[src/rtl/unidade_controle_seq.sv]
// unidade_controle_seq
//   Multi-cycle sequencer for the processing unit (register file + ULA).
//   Takes one instruction word per valid/ready handshake. It then walks
//   READ -> EXEC -> WRITE while holding controle and the three register
//   addresses steady. Ops whose code is >= LONG_OP_MIN produce 64-bit hi/lo
//   results and get a longer EXEC phase.
//
//   state | meaning
//   IDLE  | ready for a new instruction, outputs hold the last decoded value
//   READ  | register file reads src1/src2 (1 cycle)
//   EXEC  | ULA works; counter runs down to 0
//   WRITE | writeRegs (unless dest==0) and done pulse, count retires (1 cycle)
//
// Ports
//   clock, reset          rising-edge clock, async active-high reset
//   instr_valid/ready     handshake; ready only in IDLE
//   instr[31:0]           [31:28] op, [27:22] dest, [21:16] src1, [15:10] src2
//   abort                 drops the in-flight instruction from READ or EXEC
//   controle              ULA operation select
//   writeRegs             register-file write enable
//   endereco_escrita      write address
//   endereco_leitura1/2   read addresses
//   busy                  not in IDLE
//   done                  one-cycle pulse in WRITE
//   instr_count           retired instructions, wraps at 16 bits
module unidade_controle_seq #(
  parameter int unsigned EXEC_CYCLES      = 1,
  parameter int unsigned LONG_EXEC_CYCLES = 4,
  parameter logic [3:0]  LONG_OP_MIN      = 4'hC,
  // Value loaded into instr_count by reset; 0 in normal use.
  parameter logic [15:0] INSTR_COUNT_INIT = 16'h0000
) (
  input  logic        clock,
  input  logic        reset,
  input  logic        instr_valid,
  output logic        instr_ready,
  input  logic [31:0] instr,
  input  logic        abort,
  output logic [3:0]  controle,
  output logic        writeRegs,
  output logic [5:0]  endereco_escrita,
  output logic [5:0]  endereco_leitura1,
  output logic [5:0]  endereco_leitura2,
  output logic        busy,
  output logic        done,
  output logic [15:0] instr_count
);

  localparam int unsigned MAX_CYCLES =
    (EXEC_CYCLES > LONG_EXEC_CYCLES) ? EXEC_CYCLES : LONG_EXEC_CYCLES;
  localparam int CNT_W = ($clog2(MAX_CYCLES) < 1) ? 1 : $clog2(MAX_CYCLES);
  localparam logic [CNT_W-1:0] LOAD_SHORT = CNT_W'(EXEC_CYCLES - 1);
  localparam logic [CNT_W-1:0] LOAD_LONG  = CNT_W'(LONG_EXEC_CYCLES - 1);

  typedef enum logic [1:0] {
    IDLE  = 2'd0,
    READ  = 2'd1,
    EXEC  = 2'd2,
    WRITE = 2'd3
  } state_t;

  state_t           state, state_nxt;
  logic [CNT_W-1:0] exec_cnt;

  always_comb begin
    state_nxt = state;
    case (state)
      IDLE:  if (instr_valid) state_nxt = READ;
      READ:  state_nxt = abort ? IDLE : EXEC;
      EXEC: begin
        if (abort)              state_nxt = IDLE;
        else if (exec_cnt == '0) state_nxt = WRITE;
      end
      WRITE: state_nxt = IDLE;
      default: state_nxt = IDLE;
    endcase
  end

  always_ff @(posedge clock or posedge reset) begin
    if (reset) begin
      state             <= IDLE;
      exec_cnt          <= '0;
      controle          <= '0;
      endereco_escrita  <= '0;
      endereco_leitura1 <= '0;
      endereco_leitura2 <= '0;
      writeRegs         <= 1'b0;
      done              <= 1'b0;
      instr_count       <= INSTR_COUNT_INIT;
    end else begin
      state <= state_nxt;

      if (state == IDLE && instr_valid) begin
        controle          <= instr[31:28];
        endereco_escrita  <= instr[27:22];
        endereco_leitura1 <= instr[21:16];
        endereco_leitura2 <= instr[15:10];
      end

      // The op is already latched in controle by the time READ runs.
      if (state == READ)
        exec_cnt <= (controle >= LONG_OP_MIN) ? LOAD_LONG : LOAD_SHORT;
      else if (state == EXEC && exec_cnt != '0)
        exec_cnt <= exec_cnt - 1'b1;

      // Registered so both strobes are clean and line up exactly with WRITE.
      writeRegs <= (state_nxt == WRITE) && (endereco_escrita != 6'd0);
      done      <= (state_nxt == WRITE);
      if (state_nxt == WRITE)
        instr_count <= instr_count + 16'd1;
    end
  end

  assign busy        = (state != IDLE);
  assign instr_ready = (state == IDLE);

endmodule

[config.mk]
export PLATFORM = sky130hd
export DESIGN_NAME = unidade_controle_seq
export DESIGN_NICKNAME = d
export VERILOG_FILES = /design/src/rtl/unidade_controle_seq.sv
export SDC_FILE = /design/constraint.sdc
export NUM_CORES = 1
export LEC_CHECK = 0
export ABC_AREA = 0
export BUFFER_PORTS_ARGS = -buffer_cell sky130_fd_sc_hd__buf_2
export CAP_MARGIN = 5
export CORE_MARGIN = 3
export CORE_UTILIZATION = 42
export DETAILED_ROUTE_END_ITERATION = 8
export PLACE_DENSITY = 0.75
export SYNTH_ARGS = -nofsm -noshare
export SYNTH_HDL_FRONTEND = slang
export SYNTH_SLANG_ARGS = --single-unit
[constraint.sdc]
create_clock -name clock -period 1.6 [get_ports clock]
set_input_delay 0.16 -clock clock [delete_from_list [all_inputs] [get_ports clock]]
set_output_delay 0.16 -clock clock [all_outputs]
set_load 0.05 [all_outputs]
Word-level counts from Yosys, hierarchy flattened
Cells that the tools add are included.

Word-level logic and storage cells: 33. Input port bits: 36. Register bits after elaboration: 44. Output and inout port bits: 42.

Mux-type cells: 8. Equality and inequality tests: 4. Reduce and logical (&&, ||, !) cells: 9. Add/sub/neg operators: 2. $lt $le $gt $ge: 1.

Operators by type and width (count): adder 16 x 1 -> 16 bit (second input constant) (1); 2-to-1 mux 2 bit (7); one-hot mux 2 bit (4 select lines) (1); equality test 2 bit (second input constant) (3); nonzero test 2 bit (3); nonzero test 6 bit (1); >= comparator 4 bit (second input constant) (1); zero test 2 bit (2); logical AND 1 bit (3); equality test 2 x 1 -> 1 bit (second input constant) (1); subtractor 2 x 1 -> 2 bit (second input constant) (1).

Logic depth before layout (Yosys ltp)
Gate-level depths: netlist (run 1).

Word-level depth: 6. Mapped depth: 8. Depth with buffers taken out: 7.

Worst setup path after synthesis (run 1)
OpenSTA, ideal clock, no wires.

Path kind: register -> register. Start: reg state[1]. End: reg endereco_leitura1[0]. Required time: 1475 ps. Data arrival time: 2033 ps. Setup slack: -558 ps. Cell stages (with the launch flop): 6. Library setup time: 125 ps. Buffers on the path: 2. Cell sequence: dfrtp_1 nor2_1 and2_0 buf_2 buf_2 mux2_2.

Word-level cells in the longest chain between the ends: 2.

Ends and longest elaborated chain: start: declaration (line 62) `state_t state, state_nxt;`; start signal: assignment (line 91) `state <= state_nxt;`; zero test 2 bit; net instr_ready (line 36) `output logic instr_ready,`; logical AND 1 bit (line 93) `if (state == IDLE && instr_valid) begin`; end signal: assignment (line 96) `endereco_leitura1 <= instr[21:16];`; end: declaration (line 42) `output logic [5:0] endereco_leitura1,`.

The timed path passes the listed nets, and every way through them passes these cells. A chain may end at the register's enable or synchronous reset.

Final worst setup path (run 1)
Start: reg exec_cnt[0]. End: reg instr_count[11].

Word-level cells in the longest chain between the ends: 5.

Ends and longest elaborated chain: start: declaration (line 63) `logic [CNT_W-1:0] exec_cnt;`; start signal: assignment (line 102) `exec_cnt <= (controle >= LONG_OP_MIN) ? LOAD_LONG : LOAD_SHORT;`; start signal: assignment (line 104) `exec_cnt <= exec_cnt - 1'b1;`; zero test 2 bit (line 72) `else if (exec_cnt == '0) state_nxt = WRITE;`; 2-to-1 mux 2 bit (line 72); 2-to-1 mux 2 bit (line 71) `if (abort) state_nxt = IDLE;`; one-hot mux 2 bit (4 select lines) (line 67) `case (state)`; equality test 2 bit (line 109) `if (state_nxt == WRITE)`; end signal: assignment (line 110) `instr_count <= instr_count + 16'd1;`; end: declaration (line 46) `output logic [15:0] instr_count`.

No other way between the ends.

==> results.md, run 1 <==
- Status: finished, violations left
- Failing checks: negative hold slack, negative setup slack
- # IOs: 78
- Slew margin rel.: 63.9%
- Startpoint types: register
- Post-Syn Nets: 177
- Remaining antenna violation count after routing: 0
- Number of max-cap violations: 0
- Filler cells: 348
- Clock buffer depth: 2
- CTS tree: yes
- Internal power: 2.78 mW
- Measured slew at the worst slew-check pin: 0.542 ns
- Nets: 264
- Synth top area cells: dfrtp_1, mux2_2, xnor2_1
- Worst Hold Class: in -> async
- Largest fanout on the critical path: 4
- Leading cell type in the layout, fill and taps excluded: buf_2
- I/O Buffers: 67
- Largest net degree at the start of global routing: 45
- Cells after synthesis: 139
- Power, Total: 5.24 mW
- Synthesis-to-layout area growth: 37.3%
- RSZ-0062 raised after global routing: yes
- CTS Buf Count: 5
- EDFF count, synth: 0
- Core area: 4090 um2
- WL met1: 1.56 mm
- Full die area: 5150 um2
- Wirelength per Cell: 13.7 um
- Reg power frac: 33.2%
- Fmax: 587 MHz
- First-pass GRT wire length: 6.53 mm
- Initial antenna violation count: 0
- Uppermost layer routed: met4
- Drt pass-1 iters: 4
- Die height: 71.8 um
- Mapped Avg Cell Area: 13.1 um2
- Fin util: 61.0%
- Crit Path Category: reg -> reg
- Critical path required time: 1.77 ns
- Global Route Usage Sum: 16.2%
- Ys async rst share: 100%
- WL final: 3.79 mm
- Setup TNS: -0.282 ns
- Latest clock arrival within the worst-skew pair: 0.29 ns
- Yosys top cell area share: 60.6%
- Vias: 1331
- NetSw: 2.46 mW
- Final Hold Viols: 27
- Worst Clk Skew: 0.00982 ns
- Worst Setup End Kind: register
- Final Max Slew Viols: 0
- Final period util: 106%
- Sw frac: 46.9%
- Worst vdd ir: 1270 uV
- #FFs+latches synth: 44
- Congestion Overflow GR: 0
- PD cells: 2100 nW/um2
- Combinational share of power: 52.7%
- Number of global-route vias before repair: 1382
- First DRT Iteration DRCs: 69
- Drc violations: 0
- Synth Flop Type: dfrtp_1
- Highest-count cells in the layout ignoring fill and taps: buf_2, dfrtp_1, mux2_2, xnor2_1, buf_4
- Post-DP HPWL: 2.78 mm
- WL met2: 1.99 mm
- Cell taking the most area after synthesis: dfrtp_1
- Post-synthesis sequential area ratio: 60.6%
- Vias per cell: 4.81
- Worst Hold Margin: -0.00785 ns
- Crit path DAT: 1.87 ns
- Initial core utilization: 44.5%
- Cts hold-fix bufs: 0
- Met3 Wirelength: 192 um
- Clock transition at path regs: 0.07 ns
- CTS sink cnt: 44
- ANT cells: 0
- Static Leak: 1.27 nW
- H-tree levels: 2
- Smallest setup slack after layout: -0.103 ns
- Mapped Area: 1820 um2
- GP Congestion: 0.725
- Placed inst area: 2300 um2
- Final instance area: 2490 um2
- Die extent in x: 71.8 um
- Row cnt: 23
- Root Driver: clkbuf_8
- Clock power frac: 14.1%
- Post-synthesis cell type count: 25
- Share of layout cells above drive strength 1: 57.7%
- # setup viols final: 6
- Yosys Warn Count: 0
- Final Critical Period: 1.70 ns
synthesized netlist by cell type, types with 2 or more instances:
| cell | number |
|---|---|
| o21ai_0 | 4 |
| nand2_1 | 13 |
| inv_1 | 4 |
| nand2b_1 | 2 |
| nor4_1 | 2 |
| dfrtp_1 | 44 |
| and4_1 | 2 |
| ha_1 | 2 |
| nor2_1 | 6 |
| nand3_1 | 3 |
| buf_2 | 3 |
| nand4_1 | 5 |
| mux2_2 | 22 |
| xor2_1 | 2 |
| xnor2_1 | 15 |
state kept, by name, indices dropped and copies added (netlist names):
register / cells
controle: 4
done: 1
endereco_escrita: 6
endereco_leitura1: 6
endereco_leitura2: 6
exec_cnt: 2
instr_count: 16
state: 2
writeRegs: 1
worst max-delay path, stage by stage (launching register included):
cell and delay (ns):
dfrtp_1 0.39, inv_2 0.08, ha_4 0.14, nand4bb_1 0.15, buf_6 0.17, nor4b_4 0.34, nand4_1 0.15, xnor2_1 0.15
area by class of cell:
cell class	count	area [um2]	share of cell area [%]
multi-input combinational	86	729	29.3
timing repair buffer	84	474	19.0
tap	50	62.6	2.51
sequential	44	1110	44.5
clock buffer	8	100	4.01
inverter	5	18.8	0.753
power groups by stage:
stage               registers, mW  clock network (mW)  logic, mW
floorplan                    2.92                   0      0.836
global placement             1.74                   0       2.62
detailed placement           1.75                   0       2.65
CTS                          1.74               0.767       2.72
global route                 1.80               0.815       2.92
finish                       1.74               0.737       2.76
repair_timing:
item	in CTS	in global routing
resized for setup	7	7
pin swaps	5	6
buffers inserted	4	1
gates cloned	0	0
endpoints found under the setup margin	11	37
hold endpoints to repair	0	0
stage by stage:
stage / cells / setup slack (ns)
final: 277 / -0.103
after global routing: 277 / -0.216
after CTS: 277 / -0.117
after detailed placement: 265 / -0.146
after global placement: 265 / -0.0770
after floorplan: 139 / -0.0310
per-layer routing:
metal | track usage (%) | vias to the layer above
li1 | - | 648
met1 | 20.6 | 645
met2 | 27.2 | 31
met3 | 4.21 | 7
met4 | 5.01 | 0
met5 | 0 | -
kinds of logic after synthesis:
kind of cell	count (synthesis)	synth area share [%]
flip-flops	44	60.6
multiplexers	22	13.6
adder cells (fa/ha/maj)	2	1.38
AND/OR/NAND/NOR	39	12.1
buffers and inverters	9	2.27
XOR/XNOR	17	8.20
AO/OA/AOI/OAI	6	1.79
worst paths after layout:
check,from,endpoint,slack [ns],cells past startpoint
setup / recovery,exec_cnt[0],instr_count[11],-0.10,7
hold / removal,reset,endereco_leitura2[5],-0.008,3
setup reg to reg,exec_cnt[0],instr_count[11],-0.10,7
hold reg to reg,instr_count[15],instr_count[15],0.47,1
max in group asynchronous,reset,instr_count[0],1.22,3
min in group clock,abort,state[1],0.05,2
(Power assumes the default switching activity.)
==> run 2, diff against run 1 <==
CORE_MARGIN = 2   (was 3)
==> results.md, run 2 (same netlist as run 1, synthesis figures left out) <==
- First DRT Iteration DRCs: 58 (-16%)
- # setup viols final: 8 (+2)
- Worst Setup End Kind: register
- Non-Filler Instances: 276 (-0.36%)
- Worst Hold Class: in -> async
- GP Congestion: 0.744 (+2.7%)
- Share of layout cells above drive strength 1: 58.0% (+0.26 points)
- CTS tree: yes
- I/O Buffers: 67 (unchanged)
- Clock buffer depth: 2 (unchanged)
- Drc violations: 0 (unchanged)
- R2r startpoint: exec_cnt[1]
- Slew margin rel.: 64.4% (+0.56 points)
- Vias: 1337 (+0.45%)
- Wirelength per Cell: 13.0 um (-5.1%)
- Row cnt: 23 (unchanged)
- Crit path DAT: 1.87 ns (about the same)
- Final period util: 106% (-0.87 points)
- Smallest setup slack after layout: -0.0893 ns (+0.0140 ns)
- Largest fanout on the critical path: 4 (unchanged)
- Post-DP HPWL: 2.58 mm (-7.1%)
- Placed cells: 266 (+0.38%)
- Worst Clk Skew: 0.00801 ns (-0.00181 ns)
- Reg power frac: 33.1% (about the same)
- Status: finished, violations left
- Worst vdd ir: 1480 uV (+17%)
- Slowest stage cell, crit path: dfrtp_1
- Top delay family on crit path: simple AND/OR/NAND/NOR gates
- Remaining antenna violation count after routing: 0 (unchanged)
- Internal power: 2.82 mW (+1.5%)
- WL final: 3.58 mm (-5.5%)
- FF+latch area: 1110 um2 (unchanged)
- Drt pass-1 iters: 4 (unchanged)
- First-pass GRT wire length: 6.35 mm (-2.7%)
- Initial core utilization: 44.5% (unchanged)
- NetSw: 2.45 mW (-0.19%)
- Max stage delay on crit path: 0.40 ns (about the same)
- Area of the multi-input gates: 742 um2 (+1.7%)
- Top reg by flops: instr_count
- Largest net degree at the start of global routing: 45 (unchanged)
- Congestion Overflow GR: 0 (unchanged)
- Clock transition at path regs: 0.08 ns (about the same)
- Leading cell type in the layout, fill and taps excluded: buf_2
- Fin util: 61.5% (+0.52 points)
- CP bufs+invs: 4 (+2)
- Global Route Usage Sum: 16.1% (-0.19 points)
- Number of max-cap violations: 0 (unchanged)
- Core area: 4090 um2 (unchanged)
- Nets: 263 (-0.38%)
- Crit Path Category: reg -> reg
- # IOs: 78 (unchanged)
- Sw frac: 46.5% (-0.41 points)
- Max reg flops: 16 (unchanged)
- Worst setup startpoint: exec_cnt[1]
- RSZ-0062 raised after global routing: yes
- Final Max Slew Viols: 0 (unchanged)
- Number of global-route vias before repair: 1417 (+2.5%)
- Fmax: 592 MHz (+0.83%)
- ANT cells: 0 (unchanged)
- Latest clock arrival within the worst-skew pair: 0.29 ns (about the same)
- Final Hold Viols: 35 (+30%)
- Final Critical Period: 1.69 ns (-0.0140 ns)
- Die extent in x: 69.8 um (-2.8%)
- Combinational share of power: 51.6% (-1.1 points)
- Filler cells: 346 (-0.57%)
- Worst Hold Margin: -0.00998 ns (-0.00213 ns)
- Power, Total: 5.27 mW (+0.69%)
- Cts hold-fix bufs: 0 (unchanged)
- Failing checks: negative hold slack, negative setup slack
- Startpoint types: register
- PD cells: 2100 nW/um2 (-0.16%)
- Measured slew at the worst slew-check pin: 0.533 ns (-0.00840 ns)
- Critical path required time: 1.78 ns (about the same)
- CTS Buf Count: 5 (unchanged)
- Root Driver: clkbuf_8
- Initial antenna violation count: 0 (unchanged)
- Synthesis-to-layout area growth: 38.4%
- Full die area: 4870 um2 (-5.5%)
- Crit-path cells: inv_2, ha_4, nand4bb_1, buf_6, buf_6, inv_2, nand4_1, nand2b_4, xnor2_2
- Vias per cell: 4.84 (+0.81%)
- CTS sink cnt: 44 (unchanged)
- H-tree levels: 2 (unchanged)
- Die height: 69.8 um (-2.8%)
- Static Leak: 1.28 nW (+0.60%)
- Highest-count cells in the layout ignoring fill and taps: buf_2, dfrtp_1, mux2_2, xnor2_1
- Clock power frac: 15.3% (+1.2 points)
-- run 2: cell types whose count changed in the layout (fill, tap and decap cells not counted), sizes merged --
cell	previous run	this run
buf	84	83
clkinv	1	2
clkbuf	8	6
bufinv	0	1
-- run 2: area by class of cell --
type                    instances  area share [%]
repair buffers                 83            18.9
clock inverters                 2            1.39
flip-flops and latches         44            44.1
clock buffers                   6            2.89
well taps                      50            2.49
inverters                       5           0.746
multi-input cells              86            29.5
-- run 2: timing repair --
item / CTS / global route
setup buffers: 2 / 0
gates resized for setup: 6 / 9
endpoints found under the setup margin: 8 / 32
pin swaps: 8 / 13
-- run 2: power groups by stage --
stage | registers, mW | logic (mW) | clock network, mW
4_1_cts | 1.74 | 2.74 | 0.853
3_3_place_gp | 1.74 | 2.65 | 0
5_1_grt | 1.80 | 2.87 | 0.895
6_report | 1.74 | 2.72 | 0.809
2_1_floorplan | 2.92 | 0.836 | 0
3_5_place_dp | 1.75 | 2.70 | 0
-- run 2: through the flow --
| step | cell area, um2 | worst slack (ns) | setup TNS, ns |
|---|---|---|---|
| after floorplan | 1840 | -0.0310 | -0.558 |
| after global placement | 2320 | -0.0670 | -0.224 |
| after detailed placement | 2320 | -0.101 | -0.335 |
| after CTS | 2470 | -0.122 | -0.519 |
| after global routing | 2510 | -0.230 | -1.44 |
| final | 2510 | -0.0893 | -0.454 |
-- run 2: final timing paths --
path / endpoint / slack (ns) / cells after the start
hold / removal: endereco_leitura1[5] / -0.01 / 3
min in group clock: state[1] / 0.03 / 2
setup / recovery: instr_count[12] / -0.09 / 9
hold reg to reg: instr_count[15] / 0.48 / 1
setup reg to reg: instr_count[12] / -0.09 / 9
max in group asynchronous: instr_count[0] / 1.22 / 3
-- run 2: per-layer routing --
metal	GRT usage, %	part of all wire, %	vias to the layer above
met3	5.09	4.5	4
met5	0	0	-
met4	4.49	0.73	0
li1	-	-	645
met2	27.7	54	30
met1	19.2	41	658
-- run 2: worst reg2reg max path, stage by stage, from the launching register on --
cell and delay [ns]:
dfrtp_1 0.40, inv_2 0.08, ha_4 0.13, nand4bb_1 0.14, buf_6 0.17, buf_6 0.10, inv_2 0.04, nand4_1 0.19
nand2b_4 0.22, xnor2_2 0.12
